## src/rtl/thermo_ramp_gen.sv

```systemverilog
// thermo_ramp_gen: drives one triangle sweep of thermometer codes into a thermometer encoder.
// A start pulse in idle begins the sweep 0 -> 1..WIDTH ones -> 0. Each code is held for
// STEP_CYCLES clocks, and hold freezes the sweep.
// Ports:
//   clk   - rising-edge clock
//   rst   - asynchronous active-high reset
//   start - sweep request, honoured only when idle and not in the done cycle
//   hold  - freezes step timer and code while sweeping
//   a     - thermometer code, LSB-first fill
//   level - number of ones in a
//   busy  - high while rising or falling
//   done  - one-cycle pulse when the sweep returns to zero
module thermo_ramp_gen #(
  parameter int unsigned WIDTH       = 7,
  parameter int unsigned STEP_CYCLES = 12,
  parameter int unsigned LW          = $clog2(WIDTH + 1)
) (
  input  logic             clk,
  input  logic             rst,
  input  logic             start,
  input  logic             hold,
  output logic [WIDTH-1:0] a,
  output logic [LW-1:0]    level,
  output logic             busy,
  output logic             done
);

  localparam int unsigned TW = (STEP_CYCLES > 1) ? $clog2(STEP_CYCLES) : 1;
  localparam logic [TW-1:0] TimerMax = TW'(STEP_CYCLES - 1);
  localparam logic [LW-1:0] LevelMax = LW'(WIDTH);

  typedef enum logic [1:0] {StIdle, StRise, StFall} state_e;

  state_e           state_q, state_d;
  logic [TW-1:0]    timer_q, timer_d;
  logic [WIDTH-1:0] a_q, a_d;
  logic [LW-1:0]    level_q, level_d;
  logic             busy_q, busy_d;
  logic             done_q, done_d;
  logic             tick;

  assign tick = (timer_q == TimerMax) && !hold;

  always_comb begin
    state_d = state_q;
    timer_d = timer_q;
    a_d     = a_q;
    level_d = level_q;
    busy_d  = busy_q;
    done_d  = 1'b0;
    unique case (state_q)
      StIdle: begin
        // The edge that ends the done cycle must not restart the sweep.
        if (start && !done_q) begin
          state_d = StRise;
          timer_d = '0;
          busy_d  = 1'b1;
        end
      end
      StRise: begin
        if (tick) begin
          timer_d = '0;
          level_d = level_q + LW'(1);
          a_d     = {a_q[WIDTH-2:0], 1'b1};
          if (level_q == LevelMax - LW'(1)) begin
            state_d = StFall;
          end
        end else if (!hold) begin
          timer_d = timer_q + TW'(1);
        end
      end
      StFall: begin
        if (tick) begin
          timer_d = '0;
          level_d = level_q - LW'(1);
          a_d     = a_q >> 1;
          if (level_q == LW'(1)) begin
            state_d = StIdle;
            busy_d  = 1'b0;
            done_d  = 1'b1;
          end
        end else if (!hold) begin
          timer_d = timer_q + TW'(1);
        end
      end
      default: begin
        state_d = StIdle;
      end
    endcase
  end

  always_ff @(posedge clk or posedge rst) begin
    if (rst) begin
      state_q <= StIdle;
      timer_q <= '0;
      a_q     <= '0;
      level_q <= '0;
      busy_q  <= 1'b0;
      done_q  <= 1'b0;
    end else begin
      state_q <= state_d;
      timer_q <= timer_d;
      a_q     <= a_d;
      level_q <= level_d;
      busy_q  <= busy_d;
      done_q  <= done_d;
    end
  end

  assign a     = a_q;
  assign level = level_q;
  assign busy  = busy_q;
  assign done  = done_q;

endmodule

```

## config.mk

```make
export PLATFORM = sky130hd
export DESIGN_NAME = thermo_ramp_gen
export DESIGN_NICKNAME = d
export VERILOG_FILES = /design/src/rtl/thermo_ramp_gen.sv
export SDC_FILE = /design/constraint.sdc
export NUM_CORES = 1
export LEC_CHECK = 0
export CAP_MARGIN = 20
export CORE_MARGIN = 2
export CORE_UTILIZATION = 30
export DETAILED_ROUTE_END_ITERATION = 8
export GPL_TIMING_DRIVEN = 1
export HOLD_SLACK_MARGIN = 0.05
export PLACE_DENSITY_LB_ADDON = 0.15
export SKIP_LAST_GASP = 1
export SYNTH_ARGS = -nofsm -noshare
export SYNTH_HDL_FRONTEND = slang
export SYNTH_SLANG_ARGS = --single-unit
```

## constraint.sdc

```tcl
create_clock -name clk -period 1.56 [get_ports clk]
set_clock_uncertainty 0.05 [all_clocks]
set_input_delay 0.156 -clock clk [delete_from_list [all_inputs] [get_ports clk]]
set_output_delay 0.156 -clock clk [all_outputs]
set_load 0.05 [all_outputs]
```

==> qor.yml <==
clock-root-buffer: "clkbuf_4"
syn_inst: 101
antenna_cells: 0
yosys.area.top_type_share: 0.429
clockBufferDepth: 2
drive_gt1_frac: 0.450
r2r_start: "state_q[0]"
critical_path_class: "flop to flop"
hp-class: "input port to asynchronous set/reset pin"
std_cell_rows: 21
clk_pin_slew_ns: 0.11
place.port_buffers: 15
die_w_um: 63.2
grt_first_pass_wirelength_mm: 3.80
grt_max_degree: 19
die-area_sq_um: 3990
grt_setup_unrepaired: "true"
synth-seq-cells: 18
crit_end: "timer_q[2]"
via_per_inst: 4.58
start_kind: "flop"
slew_headroom: 0.767
grt_usage: 0.122
drt_iter0_drc: 13
setup_slack_ns: 0.0151
cts_sinks: 18
synth_top_area_cell: "dfrtp_1"
place_ws_ns: -0.100
layout_min_cycle_time_ns: 1.54
core-area_sq_um: 3340
wire_per_inst_um: 12.5
syn2layout_area_growth_pct: 44.9
n_fill_cell: 333
synth_top_family_by_area: "compound AO/OA/AOI/OAI gates"
antenna_found_initial: 0
synth_most_common_cell: "dfrtp_1"
ios: 16
drtPass1Iterations: 2
cts_tree: "built"
ys_seq_area_frac: 0.429
syn-num-nets: 114
grt_pass1_vias: 825
ir_drop_mv: 0.535
routabilityCongestion: 0.762
leakage_nw: 0.683
outcome: "finished, final reports clean"
drv_cap: 0
setup_viol: 0
final.period_utilization: 0.990
synth.area.top_cells: "dfrtp_1 (43%), ha_1 (11%), mux2i_1 (5.7%)"
cp.arrival_ns: 1.69
reg2reg_depth: 5
synth-xor-area-share: 0.0250
ys_warn_count: 0
total_power_w: 0.00161
cp_max_fo: 6
muxShareOfSynthArea: 0.0715
final_nets: 154
ys_types: 30
grt-ovfl-total: 0
r2r_end: "timer_q[2]"
ant_nets: 0
r2r_slack_ns: 0.02
synthAdderAreaFrac: 0.107
cp-end-kind: "flop"
num_vias: 852
synthArstFlopShare: 1.00
hold_viol_final: 0
hpwl_mm: 1.59
synth_compound_area_frac: 0.174
numCtsBuffers: 3
drc: 0
synth-edff-count: 0
yosys.area_share.simple: 0.136
netlist_area_sq_um: 1050
cp-startpoint: "state_q[0]"
fin_area_sq_um: 1520
h-tree-depth: 1
synthTopCellsByCount: "dfrtp_1 (18), a21oi_1 (9), ha_1 (9), inv_1 (9), nand2_1 (8)"
initial_core_util: 0.315
clk_latency_ns: 0.29
die_h_um: 63.2
max_freq_mhz: 647
required_ns: 1.71
worst_pin_slew_ns: 0.349
routed_wirelength_mm: 2.33
synth_area_per_cell_sq_um: 10.4
ys.flop_type: "dfrtp_1"
placed_cell_area_sq_um: 1380
p_per_area_nw_per_um2: 1060
drv_slew: 0
[how the worst min path moves through the flow]
stage | start | end | depth (start not counted)
detailed placement | rst | a[4] | 3
CTS | rst | timer_q[1] | 3
global route | rst | a[5] | 3
global placement | timer_q[3] | timer_q[3] | 1
floorplan | rst | a[0] | 1
finish | rst | timer_q[1] | 3
[repair_timing]
item                       4_1_cts  5_1_grt
setup endpoints to repair       12       11
buffers inserted                 3        1
hold buffers                     0        0
pin swaps                        1        2
cloned                           0        0
gates resized for setup          7        9
[area by class of cell]
type / count / area [sq um] / share of cell area
multi-input combinational: 71 / 618 / 0.406
sequential: 18 / 454 / 0.299
inverter: 9 / 33.8 / 0.0222
clock buffer: 4 / 36.3 / 0.0238
tap: 46 / 57.6 / 0.0378
timing repair buffer: 38 / 322 / 0.211
[kinds of logic after synthesis]
logic type / count (synthesis)
simple gates: 27
compound gates: 25
flops: 18
buf+inv: 12
fa+ha+maj: 9
mux: 7
xor+xnor: 3
[cell usage in the layout, fill, tap and decap left out, types with 2 or more instances in the layout]
master           count
clkdlybuf4s50_1      3
dfrtp_2              3
nand3_1              3
a21oi_1              8
nand2_1              8
ha_1                 4
nor2_1               6
mux2i_1              6
buf_12               2
o22ai_1              2
clkbuf_4             3
buf_4               32
dfrtp_1             15
ha_2                 2
inv_2                3
o21ai_0              3
inv_1                6
o31ai_1              3
ha_4                 3
xor2_1               2
[metal layers]
layer / global-route usage / wire [um]
met4: 0.0333 / 19
met1: 0.157 / 1070
met3: 0.0339 / 58
met2: 0.199 / 1180
met5: 0 / 0
[flip-flops by register name (all words and copies together), names as in the netlist]
signal	flops
level	3
a	7
state_q	2
timer_q	4
busy	1
done	1
[worst max-delay path: stages (launching register included)]
cell,delay [ns]
dfrtp_1,0.42
inv_2,0.11
ha_4,0.22
a21oi_4,0.12
a21bo_4,0.26
a22o_2,0.25
[power breakdown]
group	leakage [nW]	switching [W]	total [W]	internal [W]
logic	0.433	0.000351	0.000765	0.000413
registers	0.229	0.0000359	0.000551	0.000515
clock network	0.0210	0.000152	0.000295	0.000142
[per-stage QoR]
stage	setup TNS, ns	std cells	utilization	hold slack [ns]
after floorplan	-0.00760	101	-	0.0444
after global placement	-0.524	178	0.412	0.443
after detailed placement	-0.599	178	0.412	0.447
after CTS	0	185	0.437	0.121
after global routing	-0.109	186	0.456	0.137
final	0	186	0.456	0.116
(Power assumes the default switching activity.)
